==> src/rtl/spi_mem_frontend.sv <==
// Purpose : SPI mode-0 slave front end turning host frames into single-word SRAM read/write requests.
// Latency : pins -> detected edge 3 clk; mem_req rises 1 clk after the detected final address/data bit.
// Backpr. : mem_req holds until mem_ack; a request needed while one is pending is dropped and flags err.
// Ports   : spi_sclk/spi_cs_n/spi_mosi in, spi_miso out (SPI, async to clk);
//           mem_req/mem_we/mem_addr/mem_wdata out, mem_ack/mem_rdata in (req/ack to storage controller);
//           busy (frame active or request outstanding), err (sticky, cleared on next CS fall).
module spi_mem_frontend #(
    parameter int ADDR_W = 16,
    parameter int DATA_W = 32
) (
    input  logic              clk,
    input  logic              rst,
    input  logic              spi_sclk,
    input  logic              spi_cs_n,
    input  logic              spi_mosi,
    output logic              spi_miso,
    output logic              mem_req,
    output logic              mem_we,
    output logic [ADDR_W-1:0] mem_addr,
    output logic [DATA_W-1:0] mem_wdata,
    input  logic              mem_ack,
    input  logic [DATA_W-1:0] mem_rdata,
    output logic              busy,
    output logic              err
);
    typedef enum logic [2:0] {
        S_IDLE, S_CMD, S_ADDR, S_WDATA, S_DUMMY, S_RDATA, S_IGNORE
    } state_t;

    localparam logic [7:0] OP_WRITE = 8'h02;
    localparam logic [7:0] OP_READ  = 8'h03;

    // [0] first sync stage, [1] second stage, [2] previous value for edge detect
    logic [2:0]        sclk_sync_q, sclk_sync_d;
    logic [2:0]        cs_sync_q, cs_sync_d;
    logic [2:0]        mosi_sync_q, mosi_sync_d;
    logic              sclk_rise_q, sclk_rise_d, sclk_fall_q, sclk_fall_d;
    logic              cs_rise_q, cs_rise_d, cs_fall_q, cs_fall_d;
    state_t            state_q, state_d;
    logic [5:0]        bit_cnt_q, bit_cnt_d;
    logic [DATA_W-2:0] shift_in_q, shift_in_d;
    logic              op_read_q, op_read_d;
    logic [ADDR_W-1:0] addr_q, addr_d;
    logic [DATA_W-1:0] miso_sh_q, miso_sh_d;
    logic              load_pend_q, load_pend_d;
    logic [DATA_W-1:0] rdata_hold_q, rdata_hold_d;
    logic              rdata_vld_q, rdata_vld_d;
    logic              mem_req_q, mem_req_d, mem_we_q, mem_we_d;
    logic [ADDR_W-1:0] mem_addr_q, mem_addr_d;
    logic [DATA_W-1:0] mem_wdata_q, mem_wdata_d;
    logic              err_q, err_d;

    logic [DATA_W-1:0] shift_next;
    logic [15:0]       addr16;
    logic [ADDR_W-1:0] addr_inc;
    logic [5:0]        phase_last;
    logic              phase_done;
    logic              issue, issue_we;
    logic [ADDR_W-1:0] issue_addr;
    logic              pending;

    always_comb begin
        sclk_sync_d = {sclk_sync_q[1:0], spi_sclk};
        cs_sync_d   = {cs_sync_q[1:0], spi_cs_n};
        mosi_sync_d = {mosi_sync_q[1:0], spi_mosi};
        sclk_rise_d =  sclk_sync_q[1] & ~sclk_sync_q[2];
        sclk_fall_d = ~sclk_sync_q[1] &  sclk_sync_q[2];
        cs_rise_d   =  cs_sync_q[1] & ~cs_sync_q[2];
        cs_fall_d   = ~cs_sync_q[1] &  cs_sync_q[2];
    end

    always_comb begin
        state_d      = state_q;
        bit_cnt_d    = bit_cnt_q;
        shift_in_d   = shift_in_q;
        op_read_d    = op_read_q;
        addr_d       = addr_q;
        miso_sh_d    = miso_sh_q;
        load_pend_d  = load_pend_q;
        rdata_hold_d = rdata_hold_q;
        rdata_vld_d  = rdata_vld_q;
        mem_req_d    = mem_req_q;
        mem_we_d     = mem_we_q;
        mem_addr_d   = mem_addr_q;
        mem_wdata_d  = mem_wdata_q;
        err_d        = err_q;
        issue        = 1'b0;
        issue_we     = 1'b0;
        issue_addr   = addr_q;

        // mosi_sync_q[2] lines up with the registered rise pulse
        shift_next = {shift_in_q, mosi_sync_q[2]};
        addr16     = shift_next[15:0];
        addr_inc   = addr_q + ADDR_W'(1);

        case (state_q)
            S_CMD, S_DUMMY: phase_last = 6'd7;
            S_ADDR:         phase_last = 6'd15;
            default:        phase_last = 6'd31;
        endcase
        phase_done = (bit_cnt_q == phase_last);

        if (cs_fall_q) err_d = 1'b0;

        if (cs_rise_q) begin
            state_d     = S_IDLE;
            bit_cnt_d   = '0;
            shift_in_d  = '0;
            miso_sh_d   = '0;
            load_pend_d = 1'b0;
        end else if (state_q == S_IDLE) begin
            if (cs_fall_q) begin
                state_d    = S_CMD;
                bit_cnt_d  = '0;
                shift_in_d = '0;
            end
        end else if (state_q != S_IGNORE && sclk_rise_q) begin
            shift_in_d = shift_next[DATA_W-2:0];
            bit_cnt_d  = bit_cnt_q + 6'd1;
            if (phase_done) begin
                bit_cnt_d  = '0;
                shift_in_d = '0;
                case (state_q)
                    S_CMD: begin
                        if (shift_next[7:0] == OP_WRITE || shift_next[7:0] == OP_READ) begin
                            state_d   = S_ADDR;
                            op_read_d = (shift_next[7:0] == OP_READ);
                        end else begin
                            state_d = S_IGNORE;
                            err_d   = 1'b1;
                        end
                    end
                    S_ADDR: begin
                        addr_d = addr16[ADDR_W-1:0];
                        if (op_read_q) begin
                            state_d    = S_DUMMY;
                            issue      = 1'b1;
                            issue_addr = addr16[ADDR_W-1:0];
                        end else begin
                            state_d = S_WDATA;
                        end
                    end
                    S_WDATA: begin
                        issue    = 1'b1;
                        issue_we = 1'b1;
                        addr_d   = addr_inc;
                    end
                    S_DUMMY: begin
                        state_d     = S_RDATA;
                        miso_sh_d   = '0;
                        load_pend_d = 1'b1;
                    end
                    default: begin
                        // word boundary in RDATA: prefetch the word that loads at the next fall
                        addr_d      = addr_inc;
                        issue       = 1'b1;
                        issue_addr  = addr_inc;
                        load_pend_d = 1'b1;
                    end
                endcase
            end
        end else if (state_q == S_RDATA && sclk_fall_q) begin
            if (load_pend_q) begin
                load_pend_d = 1'b0;
                rdata_vld_d = 1'b0;
                miso_sh_d   = rdata_vld_q ? rdata_hold_q : '0;
                if (!rdata_vld_q) err_d = 1'b1;
            end else begin
                miso_sh_d = {miso_sh_q[DATA_W-2:0], 1'b0};
            end
        end

        pending = mem_req_q & ~mem_ack;
        if (mem_req_q && mem_ack) begin
            mem_req_d = 1'b0;
            if (!mem_we_q) begin
                rdata_hold_d = mem_rdata;
                rdata_vld_d  = 1'b1;
            end
        end

        if (issue) begin
            if (pending) begin
                err_d = 1'b1;
            end else begin
                mem_req_d  = 1'b1;
                mem_we_d   = issue_we;
                mem_addr_d = issue_addr;
                if (issue_we) mem_wdata_d = shift_next;
                else          rdata_vld_d = 1'b0;   // hold must reflect this read, not an older one
            end
        end
    end

    always_ff @(posedge clk or posedge rst) begin
        if (rst) begin
            sclk_sync_q  <= 3'b000;
            cs_sync_q    <= 3'b111;
            mosi_sync_q  <= 3'b000;
            sclk_rise_q  <= 1'b0;
            sclk_fall_q  <= 1'b0;
            cs_rise_q    <= 1'b0;
            cs_fall_q    <= 1'b0;
            state_q      <= S_IDLE;
            bit_cnt_q    <= '0;
            shift_in_q   <= '0;
            op_read_q    <= 1'b0;
            addr_q       <= '0;
            miso_sh_q    <= '0;
            load_pend_q  <= 1'b0;
            rdata_hold_q <= '0;
            rdata_vld_q  <= 1'b0;
            mem_req_q    <= 1'b0;
            mem_we_q     <= 1'b0;
            mem_addr_q   <= '0;
            mem_wdata_q  <= '0;
            err_q        <= 1'b0;
        end else begin
            sclk_sync_q  <= sclk_sync_d;
            cs_sync_q    <= cs_sync_d;
            mosi_sync_q  <= mosi_sync_d;
            sclk_rise_q  <= sclk_rise_d;
            sclk_fall_q  <= sclk_fall_d;
            cs_rise_q    <= cs_rise_d;
            cs_fall_q    <= cs_fall_d;
            state_q      <= state_d;
            bit_cnt_q    <= bit_cnt_d;
            shift_in_q   <= shift_in_d;
            op_read_q    <= op_read_d;
            addr_q       <= addr_d;
            miso_sh_q    <= miso_sh_d;
            load_pend_q  <= load_pend_d;
            rdata_hold_q <= rdata_hold_d;
            rdata_vld_q  <= rdata_vld_d;
            mem_req_q    <= mem_req_d;
            mem_we_q     <= mem_we_d;
            mem_addr_q   <= mem_addr_d;
            mem_wdata_q  <= mem_wdata_d;
            err_q        <= err_d;
        end
    end

    assign spi_miso  = (state_q == S_RDATA) & miso_sh_q[DATA_W-1];
    assign mem_req   = mem_req_q;
    assign mem_we    = mem_we_q;
    assign mem_addr  = mem_addr_q;
    assign mem_wdata = mem_wdata_q;
    assign busy      = (state_q != S_IDLE) | mem_req_q;
    assign err       = err_q;
endmodule
==> config.mk <==
export PLATFORM = sky130hd
export DESIGN_NAME = spi_mem_frontend
export DESIGN_NICKNAME = d
export VERILOG_FILES = /design/src/rtl/spi_mem_frontend.sv
export SDC_FILE = /design/constraint.sdc
export NUM_CORES = 1
export LEC_CHECK = 0
export CORE_MARGIN = 8
export CORE_UTILIZATION = 55
export DETAILED_ROUTE_END_ITERATION = 7
export PLACE_DENSITY = 0.74
export SKIP_CTS_REPAIR_TIMING = 1
export SYNTH_ARGS = -nofsm -noshare
export SYNTH_HDL_FRONTEND = slang
export SYNTH_SLANG_ARGS = --single-unit
==> constraint.sdc <==
create_clock -name clk -period 8.1 [get_ports clk]
set_input_delay 2.025 -clock clk [delete_from_list [all_inputs] [get_ports clk]]
set_output_delay 2.025 -clock clk [all_outputs]
set_load 0.01 [all_outputs]
## Yosys cells after proc, flatten, opt, wreduce, memory -nomap -nowiden

Cells that the tools add are included.

- Register bits after elaboration: 187
- Input bits: 38
- Output and inout bits: 53
- Logic and storage cells: 152

- Add/subtract/negate cells: 2
- Eq/ne operators: 14
- Multiplexer cells: 76
- Bitwise logic cells: 17
- Reductions and logical operators: 22

Operators by type and width:

| cell | number |
|---|---|
| $mux 32 | 8 |
| $mux 31 | 5 |
| $mux 16 | 5 |
| $pmux 16 s2 | 2 |
| $mux 1 | 41 |
| $mux 6 | 5 |
| $mux 3 | 7 |
| $add 16x1->16 const B | 1 |
| $eq 8x2->1 const B | 2 |
| $ne 3x3->1 const B | 4 |
| $reduce_and 4->1 | 3 |
| $reduce_bool 3->1 | 4 |
| $not 1->1 | 10 |
| $pmux 5 s2 | 1 |
| $pmux 3 s3 | 1 |
| $add 6x1->6 const B | 1 |
| $and 1x1->1 | 6 |
| $eq 3x2->1 const B | 2 |
| $eq 3x3->1 const B | 2 |
| $eq 6x6->1 | 1 |
| $reduce_and 2->1 | 3 |
| $reduce_and 6->1 | 1 |
| $reduce_or 3->1 | 2 |
| $reduce_and 5->1 | 1 |
| 11 further kinds | 13 |

## Depth between registers and ports, before layout

Gate-level depths: netlist of the first run.

- Word-level depth: 11
- Depth in mapped cells: 8
- Mapped depth without buffers: 6

## Worst setup path after synthesis of the first run

Ideal clock, no wire load.

- Kind: input-to-reg
- From: input port mem_ack
- To: register mem_wdata_q[10], in the netlist mem_wdata[10]
- Arrival time: 3327 ps
- Setup slack: 4645 ps
- Cell stages on the path: 6
- Cell sequence: nand2b_1 > o21ai_0 > a2111oi_4 > nand4_2 > buf_2 > mux2_1

- Word-level cells in the longest chain between the ends: 4

Ends and longest elaborated chain:

| what | RTL line | text |
|---|---|---|
| start, declared | 21 | `input logic mem_ack,` |
| $not 1->1 | 173 | `pending = mem_req_q & ~mem_ack;` |
| $and 1x1->1 | 173 |  |
| $not 1->1 (no line) | -- |  |
| $reduce_and 3->1 (no line) | -- |  |
| end signal, assigned | 238 | `mem_wdata_q <= mem_wdata_d;` |
| end, declared | 50 | `logic [DATA_W-1:0] mem_wdata_q, mem_wdata_d;` |

Every way passes these cells.
A chain may end at the register's enable or synchronous reset.

## Worst setup path in the final report of the first run

- From: register state_q[2]
- To: output port spi_miso

- Word-level cells in the longest chain between the ends: 2

Ends and longest elaborated chain:

| what | RTL line | text |
|---|---|---|
| start, declared | 39 | `state_t state_q, state_d;` |
| start signal, assigned | 226 | `state_q <= state_d;` |
| $eq 3x3->1 | 243 | `assign spi_miso = (state_q == S_RDATA) & miso_sh_q[DATA_W-1];` |
| $and 1x1->1 | 243 |  |
| end, declared | 16 | `output logic spi_miso,` |

Every way passes these cells.

==> metrics.md, run 1 <==
| Metric | Value |
|---|---|
| Overflow after GRT | `0` |
| Leak pwr | `0.00455 µW` |
| Status | `finished clean` |
| Yosys reg bits | `187` |
| Final worst-path cycle share | `56.3%` |
| RSZ-0062 raised after global routing | `false` |
| Number of port buffers | `90` |
| CP required | `6080 ps` |
| Syn-to-layout area delta | `17.6%` |
| Number of flops mapped to enable cells by yosys | `0` |
| Cell type with the largest total area after synthesis | `dfrtp_1` |
| Commonest non-fill, non-tap cell in the layout | `dfrtp_1` |
| Core footprint | `15900 µm²` |
| Routed WL per cell | `19.2 µm` |
| Worst skew pair latency | `430 ps` |
| CP endpoint kind | `primary output` |
| Ys flop type | `dfrtp_1` |
| Inserted Clock Buffers | `17` |
| Initial core utilization | `56.5%` |
| Clock-pin slew on the worst setup and hold paths | `70 ps` |
| Largest family of logic cells by synthesized area | `compound AO/OA/AOI/OAI gates` |
| Slew headroom | `13.7%` |
| Initial antenna violation count | `0` |
| Vias | `7084` |
| Pin count of the biggest net entering global routing | `112` |
| H-tree levels | `4` |
| Drt first pass iters | `5` |
| CTS Buffer Depth | `2` |
| Post-route DRC | `0` |
| CTS tree | `built` |
| Syn Area/Cell | `10.2 µm²` |
| Crit Path Max Fanout | `21` |
| Cells after Synth | `879` |
| Post-Synth XOR/XNOR Area | `1.75%` |
| Inserted Diodes | `0` |
| Filler cells | `1254` |
| Peak supply drop | `0.175 mV` |
| Netlist cell types | `61` |
| Total track usage | `22.6%` |
| Final Total Pwr | `1950 µW` |
| Final setup violating endpoints | `0` |
| Worst Hold Class | `reg -> reg` |
| Fin. Hold Viols | `0` |
| Worst-Margin Slew | `1300 ps` |
| Vias in the first global route | `7104` |
| Fin nets | `973` |
| Worst setup SP type | `flip-flop` |
| First-pass GRT wire length | `37500 µm` |
| Max Cap Viol | `0` |
| Register area share after synthesis | `52.0%` |
| Clock root buffer master | `clkbuf_16` |
| Die footprint | `20700 µm²` |
| Detail-routed via count per cell | `6.10` |
| Die W | `144 µm` |
| Setup TNS | `0 ps` |
| CTS Sinks | `187` |
| Site Rows | `46` |
| Max Clk Rate | `219 MHz` |
| Mux contribution to synthesized area | `9.14%` |
| Synth Area in Simple Gates | `12.6%` |
| Drt initial violations | `614` |
| Critical path arrival | `2530 ps` |
| GP Congestion | `0.901` |
| Post-synthesis cell area | `9010 µm²` |
| Highest-count cells in the layout ignoring fill and taps | `dfrtp_1, o21ai_0, clkdlybuf4s50_1` |
| Antenna-violating nets left | `0` |
| Post-Synth Adder-Cell Area | `0.278%` |
| Fin crit period | `4560 ps` |
| Dominant cells by area after synthesis | `dfrtp_1, o21ai_0, mux2_2` |
| Final wirelength | `22300 µm` |
| Yosys top cell area share | `51.1%` |
| DPL Wire Length | `14400 µm` |
| Fin. max-slew vios | `0` |
| Worst setup path category | `reg -> out` |
| Top Ports | `91` |
| Layout cells sized above 1 | `9.20%` |
| Die Ht | `144 µm` |
| Yosys warnings | `0` |
| Net Count, Synth | `919` |
| Compound-Gate Fraction of Synth Area | `19.5%` |
| Cell Pwr Density | `184 nW/µm²` |
| Fin Clk Skew | `5.82 ps` |
| Min Hold Slack | `354 ps` |
| Asr flop ratio synth | `100%` |
registers in the layout, indices dropped and copies added, names as in the netlist, 3 cells and up:
register and cells:
bit_cnt_q 6, mosi_sync_q 3, mem_wdata 32, sclk_sync_q 3, addr_q 16, rdata_hold_q 32, state_q 3, cs_sync_q 3
shift_in_q 31, miso_sh_q 32, mem_addr 16
power by group:
| group | switching [µW] | internal (µW) | total (µW) |
|---|---|---|---|
| sequential | 24.4 | 944 | 969 |
| clock | 352 | 452 | 804 |
| combinational | 126 | 52.5 | 178 |
| total | 503 | 1450 | 1950 |
through the flow:
| step | instance area (µm²) | std cells | util [%] | worst slack, ps |
|---|---|---|---|---|
| finish | 10600 | 1162 | 66.4 | 3540 |
| CTS | 10600 | 1162 | 66.4 | 3530 |
| floorplan | 9010 | 879 | - | 995 |
| detailed placement | 10000 | 1130 | 62.9 | 3450 |
| global route | 10600 | 1162 | 66.4 | 3410 |
| global placement | 10000 | 1130 | 62.9 | 3560 |
worst max-delay path, stage by stage, from the launching register on:
cell,delay [ps]
dfrtp_1,780
nor2b_1,520
and3_1,260
clkdlybuf4s50_1,550
kinds of logic after synthesis:
group / count (synthesis)
XOR/XNOR: 18
adder cells (fa/ha/maj): 2
AND/OR/NAND/NOR: 229
buffers and inverters: 111
AO/OA/AOI/OAI: 258
flip-flops: 187
multiplexers: 74
cells in the mapped netlist (2+ instances only):
cell type,n
or3_1,2
and3_1,7
nor3b_1,2
nand2b_1,34
o311ai_0,31
and3b_1,2
nand2_1,84
a31oi_1,18
mux2i_1,8
a222oi_1,3
buf_4,2
nand3b_1,4
nor2b_1,9
a21oi_1,24
nor3_1,9
o211ai_1,4
nor2_1,36
o22ai_1,7
o21ai_0,95
inv_1,45
clkinv_1,2
a22oi_1,12
and2_1,3
nand3_1,20
xnor2_1,12
nand4_1,4
mux2_1,29
buf_2,3
a2111oi_0,2
xor2_1,6
nor4_1,4
and4_1,2
dfstp_2,3
o22a_1,6
o221ai_1,2
or4_1,2
o21a_1,3
ha_1,2
dfrtp_1,184
mux2_2,37
a22o_1,34
a2bb2oi_1,5
clkbuf_1,56
buf_1,3
path summary, 6_finish.rpt:
check                                               from                         to  slack, ps  cells past startpoint
worst min-delay path            mosi_sync_q[0]$_DFF_PP0_   mosi_sync_q[1]$_DFF_PP0_        350                      0
worst min register to register  mosi_sync_q[0]$_DFF_PP0_   mosi_sync_q[1]$_DFF_PP0_        350                      0
worst max register to register    state_q[2]$_DFFE_PP0P_  mem_wdata[27]$_DFFE_PP0P_       4160                      6
worst max-delay path              state_q[2]$_DFFE_PP0P_                   spi_miso       3540                      3
max in group asynchronous                            rst    mem_addr[0]$_DFFE_PP0P_       4330                      3
min in group asynchronous                            rst   mem_wdata[5]$_DFFE_PP0P_       2220                      2
layer usage:
metal | GRT usage (%) | up-vias | share of wire (%)
met5 | 0 | - | 0
met4 | 6.14 | 0 | 0.78
met3 | 5.41 | 16 | 7.4
met2 | 34.6 | 263 | 47
met1 | 31.5 | 3528 | 45
li1 | - | 3277 | -
final cells by class:
| class | count | area, µm² | share of cell area (%) |
|---|---|---|---|
| Sequential cell | 187 | 4680 | 44.2 |
| Multi-Input combinational cell | 581 | 3920 | 37.0 |
| Timing Repair Buffer | 99 | 968 | 9.14 |
| Clock buffer | 24 | 482 | 4.55 |
| Tap cell | 216 | 270 | 2.55 |
| Inverter | 47 | 181 | 1.71 |
| Clock inverter | 8 | 86.3 | 0.815 |
No activity file was read; power rests on OpenSTA's default activity.
==> run 2: changes to the inputs <==
--- a/config.mk
+++ b/config.mk
@@ -6,7 +6,7 @@
 export NUM_CORES = 1
 export LEC_CHECK = 0
 export CORE_MARGIN = 8
-export CORE_UTILIZATION = 55
+export CORE_UTILIZATION = 52
 export DETAILED_ROUTE_END_ITERATION = 7
 export PLACE_DENSITY = 0.74
 export SKIP_CTS_REPAIR_TIMING = 1
==> constraint.sdc (replaced) <==
create_clock -name clk -period 4.1 [get_ports clk]
set_input_delay 1.025 -clock clk [delete_from_list [all_inputs] [get_ports clk]]
set_output_delay 1.025 -clock clk [all_outputs]
set_load 0.01 [all_outputs]
==> run 2 against run 1 <==
Hold slack worse by 4.1 ps. Register-to-register slack worse by 3100 ps. Largest power group unchanged. Critical endpoint unchanged. Wire length down 3.5%. Die area up 5.1%. Global-route usage down 2.4 points. Via count about the same. Sequential power up 96%.
==> metrics.md, run 2 (synthesized netlist as in run 1, its figures left out) <==
| Metric | Value |
|---|---|
| Overflow after GRT | `0 (unchanged)` |
| Hold worst-path end | `sclk_sync_q[1]$_DFF_PP0_` |
| Clock root buffer master | `clkbuf_16` |
| Inserted Diodes | `0 (unchanged)` |
| GP Congestion | `0.879 (-2.4%)` |
| Final worst-path cycle share | `86.0%` |
| Cell Pwr Density | `378 nW/µm² (+110%)` |
| Die footprint | `21800 µm² (+5.1%)` |
| Detail-routed via count per cell | `5.99 (-1.7%)` |
| Routed WL per cell | `18.2 µm (-5.1%)` |
| Worst setup SP type | `flip-flop` |
| Peak supply drop | `0.336 mV (+92%)` |
| Initial core utilization | `52.6% (-3.9 points)` |
| Die Ht | `148 µm (+2.5%)` |
| Slew headroom | `24.3% (+11 points)` |
| Commonest non-fill, non-tap cell in the layout | `dfrtp_1` |
| Number of port buffers | `90 (unchanged)` |
| Worst path slowest cell | `dfrtp_1` |
| Initial antenna violation count | `0 (unchanged)` |
| Drt initial violations | `551 (-10%)` |
| Max Cap Viol | `0 (unchanged)` |
| Highest-count cells in the layout ignoring fill and taps | `dfrtp_1, o21ai_0, clkdlybuf4s50_1` |
| First-pass GRT wire length | `36000 µm (-3.9%)` |
| Cell Count Post-Placement | `1150 (+1.8%)` |
| Slowest stage delay, CP | `740 ps (-40 ps)` |
| Leak pwr | `0.00465 µW (+2.2%)` |
| Clock-pin slew on the worst setup and hold paths | `70 ps (about the same)` |
| CP endpoint kind | `primary output` |
| Inserted Clock Buffers | `17 (unchanged)` |
| Worst skew pair latency | `430 ps (about the same)` |
| Final wirelength | `21500 µm (-3.5%)` |
| Final setup violating endpoints | `0 (unchanged)` |
| Worst reg2reg setup slack | `1040 ps (-3120 ps)` |
| Fin. max-slew vios | `0 (unchanged)` |
| Syn-to-layout area delta | `19.5%` |
| Hold Path Depth | `0 (unchanged)` |
| Top Ports | `91 (unchanged)` |
| Setup TNS | `0 ps (unchanged)` |
| Max Clk Rate | `284 MHz` |
| Final Non-Filler Cells | `1182 (+1.7%)` |
| Worst setup path category | `reg -> out` |
| Layout cells sized above 1 | `10.4% (+1.3 points)` |
| Worst-Margin Slew | `1130 ps (-167 ps)` |
| Worst R2R Start | `state_q[2]$_DFFE_PP0P_` |
| H-tree levels | `4 (unchanged)` |
| Core footprint | `17100 µm² (+7.4%)` |
| Vias in the first global route | `6886 (-3.1%)` |
| CTS Buffer Depth | `2 (unchanged)` |
| RSZ-0062 raised after global routing | `false` |
| Min Hold Slack | `350 ps (-4.09 ps)` |
| Fin nets | `984 (+1.1%)` |
| CTS Sinks | `187 (unchanged)` |
| Min-delay src | `sclk_sync_q[0]$_DFF_PP0_` |
| Site Rows | `48 (+4.3%)` |
| Buf/Inv on CP | `1 (unchanged)` |
| CTS tree | `built` |
| Critical path arrival | `2500 ps (-30 ps)` |
| Status | `finished clean` |
| DPL Wire Length | `13600 µm (-5.4%)` |
| CP required | `3070 ps (-3010 ps)` |
| Die W | `148 µm (+2.5%)` |
| Fin. Hold Viols | `0 (unchanged)` |
| R2R cell count | `6 (unchanged)` |
| Final Total Pwr | `4070 µW (+110%)` |
| Drt first pass iters | `5 (unchanged)` |
| Worst Hold Class | `reg -> reg` |
| Cells along the critical path | `nor2b_1, and3_1, clkdlybuf4s50_1` |
| Antenna-violating nets left | `0 (unchanged)` |
| Post-route DRC | `0 (unchanged)` |
| Total track usage | `20.2% (-2.4 points)` |
| Fin Clk Skew | `10.0 ps (+4.19 ps)` |
| Pin count of the biggest net entering global routing | `156 (+39%)` |
| End-of-flow core utilization | `62.9% (-3.5 points)` |
| Cell family with the largest share of critical-path delay | `simple AND/OR/NAND/NOR gates` |
| Reg-to-Reg End | `mem_wdata[26]$_DFFE_PP0P_` |
| Vias | `7085 (+0.014%)` |
| Crit Path Max Fanout | `21 (unchanged)` |
| Fin crit period | `3530 ps` |
-- run 2: cell count changes in the layout (fill, tap and decap cells not counted), sizes merged --
cell | before | now
clkinvlp | 3 | 2
bufinv | 1 | 4
clkbuf | 24 | 19
clkinv | 4 | 3
buf | 9 | 20
inv | 47 | 51
-- run 2: worst max path at each step --
stage	from	to	slack, ps	cells past startpoint
2_1_floorplan	rst	addr_q[0]$_DFFE_PP0P_	670	1
3_3_place_gp	mem_ack	mem_wdata[3]$_DFFE_PP0P_	1050	7
3_5_place_dp	mem_ack	mem_wdata[17]$_DFFE_PP0P_	1010	7
4_1_cts	state_q[2]$_DFFE_PP0P_	spi_miso	550	3
5_1_grt	state_q[2]$_DFFE_PP0P_	spi_miso	420	3
6_report	state_q[2]$_DFFE_PP0P_	spi_miso	570	3
-- run 2: metrics by stage --
step	worst slack [ps]	area (µm²)
after floorplan	671	9010
after global placement	1050	10100
after detailed placement	1010	10100
after CTS	553	10800
after global routing	421	10800
final	573	10800
-- run 2: worst register-to-register path, cell delays in order, from the launching register on --
cell	delay, ps
dfrtp_1	610
or3b_2	860
o21ai_0	490
a2111oi_4	70
nand4_2	140
buf_4	390
mux2_1	390
-- run 2: report_power, final --
part	internal, µW	switching, µW
Sequential	1860	38.7
Clock	1050	752
Combinational	111	250
Total	3030	1040
-- run 2: per-layer routing --
metal | GRT usage, % | routed length, µm | share of wire (%)
met5 | 0 | 0 | 0
met2 | 30.0 | 9610 | 45
met3 | 5.14 | 1440 | 6.7
met4 | 5.56 | 229 | 1.1
met1 | 28.9 | 10200 | 48
-- run 2: layout make-up --
type / instances / area, µm²
repair buffers: 110 / 1060
inverters: 47 / 180
clock buffers: 19 / 443
well taps: 225 / 282
fillers: 1417 / 6350
multi-input cells: 581 / 3920
clock inverters: 13 / 196
flip-flops and latches: 187 / 4680
==> run 3: changes to the inputs <==
--- a/config.mk
+++ b/config.mk
@@ -6,9 +6,10 @@
 export NUM_CORES = 1
 export LEC_CHECK = 0
 export CORE_MARGIN = 8
-export CORE_UTILIZATION = 52
+export CORE_UTILIZATION = 53
+export CTS_BUF_LIST = sky130_fd_sc_hd__clkbuf_8
 export DETAILED_ROUTE_END_ITERATION = 7
-export PLACE_DENSITY = 0.74
+export PLACE_DENSITY = 0.75
 export SKIP_CTS_REPAIR_TIMING = 1
 export SYNTH_ARGS = -nofsm -noshare
 export SYNTH_HDL_FRONTEND = slang
==> run 3 against run 2 <==
Hold slack improved by 6.5 ps. Critical path depth did not move. Largest power group unchanged. First-iteration DRC count is 7.3% lower. Combinational power down 5%. Via count shrank 2.6%. Non-clock buffer count fell by 2. Sequential cell count is the same. Maximum frequency down 1.1%.
==> metrics.md, run 3 (synthesized netlist as in run 1, its figures left out) <==
| Metric | Value |
|---|---|
| Status | `finished clean` |
| H-tree levels | `4 (unchanged)` |
| Overflow after GRT | `0 (unchanged)` |
| Fin. max-slew vios | `0 (unchanged)` |
| Worst R2R Start | `state_q[2]$_DFFE_PP0P_` |
| Final setup violating endpoints | `0 (unchanged)` |
| Pin count of the biggest net entering global routing | `96 (-38%)` |
| Met2 global-route usage | `28.3% (-1.7 points)` |
| Core footprint | `16600 µm² (-3.1%)` |
| Vias | `6900 (-2.6%)` |
| Drt initial violations | `511 (-7.3%)` |
| Global-route track usage on met3 | `4.85% (-0.28 points)` |
| Initial core utilization | `54.3% (+1.7 points)` |
| Fin nets | `982 (-0.20%)` |
| Vias in the first global route | `6626 (-3.8%)` |
| Number of port buffers | `90 (unchanged)` |
| CTS tree | `built` |
| Initial antenna violation count | `0 (unchanged)` |
| Die W | `146 µm (-0.84%)` |
| Crit path launch | `state_q[2]$_DFFE_PP0P_` |
| Worst-Margin Slew | `1090 ps (-35.4 ps)` |
| Worst setup SP type | `flip-flop` |
| Worst setup path category | `reg -> out` |
| Critical path arrival | `2540 ps (+40 ps)` |
| Drt first pass iters | `6 (+1)` |
| DPL Wire Length | `13700 µm (+0.58%)` |
| Die footprint | `21400 µm² (-1.7%)` |
| First-pass GRT wire length | `34900 µm (-3.3%)` |
| Final worst slack | `533 ps (-40.0 ps)` |
| Post-route DRC | `0 (unchanged)` |
| Highest-count cells in the layout ignoring fill and taps | `dfrtp_1, o21ai_0, clkdlybuf4s50_1` |
| Die Ht | `146 µm (-0.84%)` |
| Clock-pin slew on the worst setup and hold paths | `90 ps (+20 ps)` |
| Site Rows | `47 (-2.1%)` |
| Layout cells sized above 1 | `10.3% (-0.19 points)` |
| Inserted Clock Buffers | `17 (unchanged)` |
| Worst Hold Class | `reg -> reg` |
| RSZ-0062 raised after global routing | `false` |
| Filler cells | `1329 (-6.2%)` |
| Area after DPL | `10100 µm² (about the same)` |
| Min-delay src | `sclk_sync_q[0]$_DFF_PP0_` |
| Antenna-violating nets left | `0 (unchanged)` |
| Max Clk Rate | `280 MHz (-1.1%)` |
| Clock root buffer master | `clkbuf_8` |
| Met1 GRT Util | `28.5% (-0.38 points)` |
| Final worst-path cycle share | `87.0% (+0.98 points)` |
| Peak supply drop | `0.238 mV (-29%)` |
| Gr busiest metal | `met1` |
| CP required | `3070 ps (about the same)` |
| Detail-routed via count per cell | `5.87 (-2.0%)` |
| Fin. Hold Viols | `0 (unchanged)` |
| CP endpoint kind | `primary output` |
| Top Ports | `91 (unchanged)` |
| Worst skew pair latency | `470 ps (+40 ps)` |
| Slew headroom | `26.5% (+2.2 points)` |
| Place WS | `992 ps (-21.3 ps)` |
| CTS Sinks | `187 (unchanged)` |
| Final wirelength | `20800 µm (-3.4%)` |
| CTS Buffer Depth | `2 (unchanged)` |
| Max Cap Viol | `0 (unchanged)` |
| Leak pwr | `0.00454 µW (-2.3%)` |
| Commonest non-fill, non-tap cell in the layout | `dfrtp_1` |
| Crit Path Max Fanout | `21 (unchanged)` |
| Syn-to-layout area delta | `16.9%` |
| Fin Clk Skew | `12.5 ps (+2.50 ps)` |
| Total track usage | `19.6% (-0.67 points)` |
| Cell Pwr Density | `335 nW/µm² (-11%)` |
| Routed WL per cell | `17.7 µm (-2.8%)` |
| Inserted Diodes | `0 (unchanged)` |
| GP Congestion | `0.904 (+2.8%)` |
| Post-route design area | `10500 µm² (-2.2%)` |
| Setup TNS | `0 ps (unchanged)` |
| Fin crit period | `3570 ps (+40.0 ps)` |
## run 3: final timing paths
check	to	slack [ps]	depth (start not counted)
min in group asynchronous	rdata_hold_q[25]$_DFFE_PP0P_	1030	3
max in group asynchronous	cs_sync_q[2]$_DFF_PP1_	2600	3
hold reg to reg	sclk_sync_q[1]$_DFF_PP0_	360	0
setup reg to reg	mem_wdata[30]$_DFFE_PP0P_	990	6
hold / removal	sclk_sync_q[1]$_DFF_PP0_	360	0
setup / recovery	spi_miso	530	3
## run 3: metrics by stage
stage                     hold slack [ps]  power [µW]  utilization (%)  std cells
after floorplan                       331        2160                -        879
after global routing                  363        3680             63.5       1175
after CTS                             358        3570             63.5       1175
after detailed placement              335        2290             61.0       1143
after global placement                332        2290             61.0       1143
final                                 357        3530             63.5       1175
## run 3: area by class of cell
type	count	area, µm²	share of cell area [%]
clock inverters	14	168	1.59
inverters	47	180	1.71
flip-flops and latches	187	4680	44.5
repair buffers	108	1060	10.1
well taps	220	275	2.61
multi-input cells	581	3920	37.2
clock buffers	18	248	2.35
## run 3: metal layers
metal  routed length [µm]  vias to the layer above  share of wire, %
met5                    0                        -                 0
met4                  207                        0               1.0
met3                 1300                       18               6.3
met2                 9280                      219                45
met1                 9970                     3378                48
li1                     -                     3285                 -
## run 3: power by group
group,leakage [µW],switching (µW),internal [µW]
clock,0.000211,657,621
sequential,0.00256,46.3,1860
combinational,0.00178,234,109
## run 3: worst max-delay path, stage by stage (launching register included)
cell and delay [ps]:
dfrtp_1 750, nor2b_1 510, and3_1 250, clkdlybuf4s50_1 550
